## src/rtl/mem_share_ctrl.sv

```systemverilog
`timescale 1ns/1ps
// mem_share_ctrl: round-robin sharing of one single-port, synchronous-read
// memory between two requesters (A and B). One operation at a time; read data
// is routed back to the requester that issued the read, with a valid pulse.
module mem_share_ctrl #(
    parameter int ADDR_W = 3,
    parameter int DATA_W = 8
) (
    input  logic              clk,
    input  logic              rst,
    // requester A
    input  logic              req_a,
    input  logic              we_a,
    input  logic [ADDR_W-1:0] add_a,
    input  logic [DATA_W-1:0] wdata_a,
    output logic              gnt_a,
    output logic              rvalid_a,
    output logic [DATA_W-1:0] rdata_a,
    // requester B
    input  logic              req_b,
    input  logic              we_b,
    input  logic [ADDR_W-1:0] add_b,
    input  logic [DATA_W-1:0] wdata_b,
    output logic              gnt_b,
    output logic              rvalid_b,
    output logic [DATA_W-1:0] rdata_b,
    // memory side
    output logic              mem_rd,
    output logic              mem_wr,
    output logic [ADDR_W-1:0] mem_add,
    output logic [DATA_W-1:0] mem_din,
    input  logic [DATA_W-1:0] mem_dout,
    output logic              busy
);

    typedef enum logic [1:0] {
        IDLE  = 2'd0,
        ISSUE = 2'd1,
        WAIT  = 2'd2
    } state_t;

    // requester encoding used for last_gnt and read ownership
    localparam logic SEL_A = 1'b0;
    localparam logic SEL_B = 1'b1;

    state_t              state_q;
    logic                last_gnt_q;
    logic                rd_owner_q;
    logic                gnt_a_q;
    logic                gnt_b_q;
    logic                rvalid_a_q;
    logic                rvalid_b_q;
    logic [DATA_W-1:0]   rdata_a_q;
    logic [DATA_W-1:0]   rdata_b_q;
    logic                mem_rd_q;
    logic                mem_wr_q;
    logic [ADDR_W-1:0]   mem_add_q;
    logic [DATA_W-1:0]   mem_din_q;
    logic                busy_q;

    // arbitration result for the current IDLE cycle
    logic                win_valid_d;
    logic                win_b_d;
    logic                win_we_d;
    logic [ADDR_W-1:0]   win_add_d;
    logic [DATA_W-1:0]   win_wdata_d;

    // Round-robin pick: a lone requester always wins; on a tie the side that
    // was not granted last time goes first.
    always_comb begin
        win_valid_d = req_a | req_b;
        win_b_d     = req_b & (~req_a | (last_gnt_q == SEL_A));
        win_we_d    = win_b_d ? we_b    : we_a;
        win_add_d   = win_b_d ? add_b   : add_a;
        win_wdata_d = win_b_d ? wdata_b : wdata_a;
    end

    // Controller FSM with all outputs registered; pulses default low each cycle.
    always_ff @(posedge clk) begin
        if (rst) begin
            state_q    <= IDLE;
            last_gnt_q <= SEL_B;
            rd_owner_q <= SEL_A;
            gnt_a_q    <= 1'b0;
            gnt_b_q    <= 1'b0;
            rvalid_a_q <= 1'b0;
            rvalid_b_q <= 1'b0;
            rdata_a_q  <= '0;
            rdata_b_q  <= '0;
            mem_rd_q   <= 1'b0;
            mem_wr_q   <= 1'b0;
            mem_add_q  <= '0;
            mem_din_q  <= '0;
            busy_q     <= 1'b0;
        end else begin
            gnt_a_q    <= 1'b0;
            gnt_b_q    <= 1'b0;
            rvalid_a_q <= 1'b0;
            rvalid_b_q <= 1'b0;
            mem_rd_q   <= 1'b0;
            mem_wr_q   <= 1'b0;
            case (state_q)
                IDLE: begin
                    if (win_valid_d) begin
                        mem_add_q  <= win_add_d;
                        mem_din_q  <= win_wdata_d;
                        mem_wr_q   <= win_we_d;
                        mem_rd_q   <= ~win_we_d;
                        gnt_a_q    <= ~win_b_d;
                        gnt_b_q    <= win_b_d;
                        last_gnt_q <= win_b_d;
                        rd_owner_q <= win_b_d;
                        busy_q     <= 1'b1;
                        state_q    <= ISSUE;
                    end
                end
                ISSUE: begin
                    // a write is complete once its strobe has been shown
                    if (mem_wr_q) begin
                        busy_q  <= 1'b0;
                        state_q <= IDLE;
                    end else begin
                        state_q <= WAIT;
                    end
                end
                WAIT: begin
                    // mem_dout is valid now; only the owner's rdata changes
                    if (rd_owner_q == SEL_B) begin
                        rdata_b_q  <= mem_dout;
                        rvalid_b_q <= 1'b1;
                    end else begin
                        rdata_a_q  <= mem_dout;
                        rvalid_a_q <= 1'b1;
                    end
                    busy_q  <= 1'b0;
                    state_q <= IDLE;
                end
                default: begin
                    busy_q  <= 1'b0;
                    state_q <= IDLE;
                end
            endcase
        end
    end

    assign gnt_a    = gnt_a_q;
    assign gnt_b    = gnt_b_q;
    assign rvalid_a = rvalid_a_q;
    assign rvalid_b = rvalid_b_q;
    assign rdata_a  = rdata_a_q;
    assign rdata_b  = rdata_b_q;
    assign mem_rd   = mem_rd_q;
    assign mem_wr   = mem_wr_q;
    assign mem_add  = mem_add_q;
    assign mem_din  = mem_din_q;
    assign busy     = busy_q;

endmodule

```

## config.mk

```make
export PLATFORM = sky130hd
export DESIGN_NAME = mem_share_ctrl
export DESIGN_NICKNAME = d
export VERILOG_FILES = /design/src/rtl/mem_share_ctrl.sv
export SDC_FILE = /design/constraint.sdc
export NUM_CORES = 1
export LEC_CHECK = 0
export ABC_AREA = 1
export BUFFER_PORTS_ARGS = -buffer_cell sky130_fd_sc_hd__clkbuf_2
export CORE_AREA = 2 2 57 72
export CTS_CLUSTER_DIAMETER = 100
export DETAILED_ROUTE_END_ITERATION = 8
export DIE_AREA = 0 0 59 74
export PLACE_DENSITY = 0.85
export SYNTH_ARGS = -nofsm -noshare
export SYNTH_HDL_FRONTEND = slang
export SYNTH_SLANG_ARGS = --single-unit
export TNS_END_PERCENT = 5
```

## constraint.sdc

```tcl
create_clock -name clk -period 1.4 [get_ports clk]
set_input_delay 0.07 -clock clk [delete_from_list [all_inputs] [get_ports clk]]
set_output_delay 0.07 -clock clk [all_outputs]
set_load 0.05 [all_outputs]
```

==> results.cfg, run 1 <==
[worst_setup_path]
worstSetupEndpointType = flop
buf_inv_stages_crit_path = 2
worst_setup_path_start_kind = flop
crit-reg2reg-launch = state_q[1]$_SDFFE_PP0P_
slowest_stage = sky130_fd_sc_hd__dfxtp_1
crit_cells = 7
worst-endpoint-arrival_ns = 1.40
setup.worst_path.start = state_q[1]$_SDFFE_PP0P_
worstRegToRegCells = 7
r2r_slack_ns = 0.19
critical_path_peak_fanout = 7
crit_path_cell_trace = inv_1 -> nand2_1 -> nor2_2 -> buf_4 -> nand2_1 -> nor2_1 -> nor2_1
path_class = flop to flop
critical_path.max_stage_delay_ns = 0.33
data_required_time_of_the_worst_path_ns = 1.59
critical_path.top_delay_family = simple AND/OR/NAND/NOR gates

[sta]
finalCriticalPeriod_ns = 1.210
final-setup-viol-count = 0
timing.final.hold_violations = 0
tightestPinTransition_ns = 0.8209
grt_setup_unrepaired = no
report.final.slew_viol_count = 0
fin_skew_ns = 0.004429
max_slew_margin = 0.4490
timing.hold.ws_ns = 0.02831
post-route-worst-setup-slack_ns = 0.1898
timing.final.crit_share = 0.8644
fmax_mhz = 826.3
fin_setup_tns_ns = 0

[die]
initial_core_utilization = 0.4485
boundaryPins = 70
design.core.area_um2 = 3691
rows = 25
die_width_um = 59
design.die.area_um2 = 4366
vert_die_dim_um = 74

[synthesis]
synth-async-reset-ratio = 0
dominantRegCellSynth = sky130_fd_sc_hd__dfxtp_1
synth.top_cells.by_area = sky130_fd_sc_hd__dfxtp_1 46%, sky130_fd_sc_hd__nand2_1 16%, sky130_fd_sc_hd__nor2_1 11%
syn-instance-count = 241
ys_seq_area_frac = 0.4596
synth_top_area_frac = 0.4596
synth_enable_flop_cells = 0
dominant_cell_type_by_area_after_synthesis = sky130_fd_sc_hd__dfxtp_1
yosysWarningCount = 0
postSynthRegisterBits = 38
ys_top_cells_by_count = 70 x sky130_fd_sc_hd__nand2_1, 47 x sky130_fd_sc_hd__nor2_1, 38 x sky130_fd_sc_hd__dfxtp_1
synthesis.area_um2 = 1655
postSynthNetCount = 277
post_synthesis_average_cell_area_um2 = 6.869
yosysMostFrequentCell = sky130_fd_sc_hd__nand2_1
yosys.cell_types.count = 18

[cells_and_area]
antenna_cells = 0
area.growth.synth_to_final_pct = 29.86
postLayoutCellArea_um2 = 2150
fin_nets = 347
drive_above_1_share = 0.2821

[cts]
clk_latency_worst_skew_pair_ns = 0.29
cts_buffers = 5
cts_tree = done
cts-hold-fix-buffers = 0
postCtsSetupBuffers = 0
clock_sink_count = 38
cts_buffer_depth = 2
clk_transition_reported_paths_ns = 0.07
ctsHtreeMaxLevel = 2
cts.root.buffer_cell = sky130_fd_sc_hd__clkbuf_8
cts_repair_resize_count = 0

[power]
leakage_nw = 1.169
power_density_nw_per_um2 = 1270
fin_total_pwr_mw = 2.730
worst_ir_drop_vdd_mv = 0.7057

[detailed_routing]
wl_per_cell_um = 10.51
antenna_left = 0
detail_route.iter0.violations = 69
totalWireLength_mm = 3.699
drc = 0
dr_total_vias = 1672
firstDrtPassIters = 4
detail_route.vias_per_cell = 4.750

[hold_path]
holdCritStartpoint = mem_dout[5]
worstHoldPathCells = 3
holdCritPathClass = primary input to flop

[placement]
globalplace.congestion = 0.7981
placement.cell_area_um2 = 2039
place_worst_setup_slack_ns = 0.1781
portBuffers = 69
hpwl_mm = 2.839

[global_routing]
via_count_of_the_first_global_routing_pass = 1493
grt_antenna_before_repair = 0
grt_overflow = 0
grt_util_all_layers = 0.1814
wire_length_of_the_first_global_routing_pass_mm = 6.003
grt_start_max_net_pins = 23

[run_status]
outcome = complete, no violations

[run]
max-cap-violations = 0
-- worst min-delay path: stages --
cell	delay [ns]
sky130_fd_sc_hd__clkbuf_2	0.09
sky130_fd_sc_hd__nor2_1	0.04
sky130_fd_sc_hd__nor2_1	0.08
-- state kept, by name, summed over array words and instances (netlist names), 2 cells and up --
name and count:
rdata_b 8, mem_din 8, rdata_a 8, state_q 2, mem_add 3
-- power by group --
part / switching (mW) / internal, mW
sequential: 0.0456 / 1.16
combinational: 0.471 / 0.190
clock: 0.368 / 0.497
-- metal layers --
layer  global-route usage  part of all wire  vias to the layer above
met4               0.1010             0.026                        0
met2               0.3173              0.50                       49
met3              0.04870             0.055                        7
met5                    0                 0                        -
li1                     -                 -                      880
met1               0.1959              0.42                      736
-- logic make-up after synthesis --
kind of cell           share of synthesized area
AND/OR/NAND/NOR                           0.3598
flip-flops                                0.4596
buffers and inverters                    0.09750
AO/OA/AOI/OAI                            0.08314
-- worst paths after layout --
path	end
max	mem_din[3]$_SDFFE_PP0P_
min	rdata_a[5]$_SDFFE_PP0P_
max reg2reg	mem_din[3]$_SDFFE_PP0P_
min reg2reg	rdata_b[5]$_SDFFE_PP0P_
-- cell usage in the layout (no fill, tap or decap) --
master	synthesis	routed
sky130_fd_sc_hd__inv_1	25	25
sky130_fd_sc_hd__nand2_1	70	70
sky130_fd_sc_hd__inv_2	1	1
sky130_fd_sc_hd__a21boi_1	8	8
sky130_fd_sc_hd__dfxtp_1	38	38
sky130_fd_sc_hd__a21oi_1	9	9
sky130_fd_sc_hd__nand3_1	14	14
sky130_fd_sc_hd__nand3b_4	1	1
sky130_fd_sc_hd__a21boi_0	3	3
sky130_fd_sc_hd__clkbuf_2	0	69
sky130_fd_sc_hd__clkbuf_8	0	8
sky130_fd_sc_hd__buf_4	2	7
sky130_fd_sc_hd__nand3_2	1	1
sky130_fd_sc_hd__o21ai_1	2	2
sky130_fd_sc_hd__nor2_2	1	1
sky130_fd_sc_hd__nand4_1	8	8
sky130_fd_sc_hd__nor2_1	47	47
-- through the flow --
stage / utilization / std cells
final: 0.5824 / 352
after global routing: 0.5824 / 352
after CTS: 0.5824 / 352
after detailed placement: 0.5525 / 344
after global placement: 0.5525 / 344
after floorplan: - / 241
-- cell type report --
| cell class | instances | area (µm²) |
|---|---|---|
| Clock buffer | 8 | 110.1 |
| Fill cell | 359 | 1541 |
| Inverter | 26 | 97.59 |
| Multi-Input combinational cell | 164 | 733.2 |
| Sequential cell | 38 | 760.7 |
| Tap cell | 40 | 50.05 |
| Timing Repair Buffer | 76 | 397.9 |
Note: power is estimated with default switching activity, not from simulation.
==> run 2, diff against run 1 <==
CELL_PAD_IN_SITES_DETAIL_PLACEMENT = 0   (was not set)
CELL_PAD_IN_SITES_GLOBAL_PLACEMENT = 1   (was not set)
CORE_AREA = 2 2 68 86   (was 2 2 57 72)
DIE_AREA = 0 0 70 88   (was 0 0 59 74)
PLACE_DENSITY = 0.86   (was 0.85)
==> results.cfg, run 2 (synthesized netlist as in run 1, its figures left out) <==
[sta]
tightestPinTransition_ns = 0.8258
fmax_mhz = 834.2
fin_setup_tns_ns = 0
timing.final.hold_violations = 0
grt_setup_unrepaired = no
report.final.slew_viol_count = 0
finalCriticalPeriod_ns = 1.199
timing.final.crit_share = 0.8562
fin_skew_ns = 0.003943
max_slew_margin = 0.4458
final-setup-viol-count = 0

[worst_setup_path]
critical_path.max_stage_delay_ns = 0.44
critical_path.top_delay_family = compound AO/OA/AOI/OAI gates
data_required_time_of_the_worst_path_ns = 1.59
worst_setup_path_start_kind = flop
crit_path_cell_trace = nor2_1 -> o21ai_1 -> nand2_1 -> nand2_1 -> nor2_1
critical_path_peak_fanout = 13
slowest_stage = sky130_fd_sc_hd__o21ai_1
worst-endpoint-arrival_ns = 1.39
worstSetupEndpointType = flop
buf_inv_stages_crit_path = 0
path_class = flop to flop

[die]
rows = 30
vert_die_dim_um = 88
initial_core_utilization = 0.3106
design.core.area_um2 = 5330
boundaryPins = 70
design.die.area_um2 = 6160
die_width_um = 70

[power]
fin_total_pwr_mw = 2.762
leakage_nw = 1.178
power_density_nw_per_um2 = 1256
worst_ir_drop_vdd_mv = 0.4140

[cts]
clock_sink_count = 38
cts.root.buffer_cell = sky130_fd_sc_hd__clkbuf_8
clk_latency_worst_skew_pair_ns = 0.28
clk_transition_reported_paths_ns = 0.07
cts_buffer_depth = 2
cts_repair_resize_count = 0
cts_buffers = 5
ctsHtreeMaxLevel = 2
cts-hold-fix-buffers = 0
cts_tree = done
postCtsSetupBuffers = 0

[cells_and_area]
most_frequent_standard_cell_in_the_layout_excluding_fill_and_tap_cells = sky130_fd_sc_hd__nand2_1
drive_above_1_share = 0.2825
postLayoutCellArea_um2 = 2198
mostFrequentLayoutCells = 70 x sky130_fd_sc_hd__nand2_1, 69 x sky130_fd_sc_hd__clkbuf_2, 47 x sky130_fd_sc_hd__nor2_1, 38 x sky130_fd_sc_hd__dfxtp_1, 25 x sky130_fd_sc_hd__inv_1
final_util = 0.4124
area.growth.synth_to_final_pct = 32.80
fin_nets = 350
antenna_cells = 0

[detailed_routing]
antenna_left = 0
detail_route.iter0.violations = 57
met3_wirelength_um = 260
drc = 0
wl_per_cell_um = 10.41
totalWireLength_mm = 3.946
met1_length_mm = 1.705
routed.top_layer = met4
firstDrtPassIters = 4
wire_length_on_met2_mm = 1.932
dr_total_vias = 1642
detail_route.vias_per_cell = 4.332

[placement]
portBuffers = 69
globalplace.congestion = 0.7617
placement.cell_area_um2 = 2092
hpwl_mm = 2.958

[global_routing]
grt_antenna_before_repair = 0
grt_overflow = 0
via_count_of_the_first_global_routing_pass = 1376
grt_util_all_layers = 0.1292
wire_length_of_the_first_global_routing_pass_mm = 6.244
grt_start_max_net_pins = 23

[run]
max-cap-violations = 0

[run_status]
outcome = complete, no violations

[hold_path]
holdCritPathClass = primary input to flop
==> run 2: layer usage <==
metal	vias to the layer above	track usage
li1	889	-
met1	695	0.1577
met2	54	0.2173
met3	4	0.03452
met4	0	0.05245
met5	-	0
==> run 2: path summary, 6_finish.rpt <==
check	slack, ns	from	cells past startpoint	endpoint
worst max-delay path	0.20	state_q[1]$_SDFFE_PP0P_	5	mem_din[3]$_SDFFE_PP0P_
worst min-delay path	0.04	mem_dout[2]	3	rdata_a[2]$_SDFFE_PP0P_
worst max register to register	0.20	state_q[1]$_SDFFE_PP0P_	5	mem_din[3]$_SDFFE_PP0P_
worst min register to register	0.46	rdata_b[3]$_SDFFE_PP0P_	2	rdata_b[3]$_SDFFE_PP0P_
==> run 2: area by class of cell <==
type	count	area, µm²
Clock inverter	1	30.03
Multi-Input combinational cell	164	733.2
Sequential cell	38	760.7
Timing Repair Buffer	79	420.4
Clock buffer	7	76.32
Tap cell	64	80.08
Inverter	26	97.59
Fill cell	570	3132
==> run 2: per-stage QoR <==
| stage | cells | hold slack (ns) | setup WS (ns) |
|---|---|---|---|
| floorplan | 241 | 0.1391 | 0.3473 |
| global placement | 371 | 0.3196 | 0.1709 |
| detailed placement | 371 | 0.3244 | 0.1728 |
| CTS | 379 | 0.02407 | 0.1701 |
| global route | 379 | 0.04020 | 0.04855 |
| finish | 379 | 0.03663 | 0.2013 |
==> run 2: tightest hold or removal path, cell delays in order <==
cell and delay [ns]:
sky130_fd_sc_hd__clkbuf_2 0.09, sky130_fd_sc_hd__nor2_1 0.04, sky130_fd_sc_hd__nor2_1 0.08
==> run 2: power breakdown <==
group / leakage, nW / internal (mW) / total (mW) / switching, mW
clock: 0.0524 / 0.533 / 0.889 / 0.356
combinational: 0.815 / 0.197 / 0.677 / 0.481
sequential: 0.311 / 1.16 / 1.20 / 0.0381
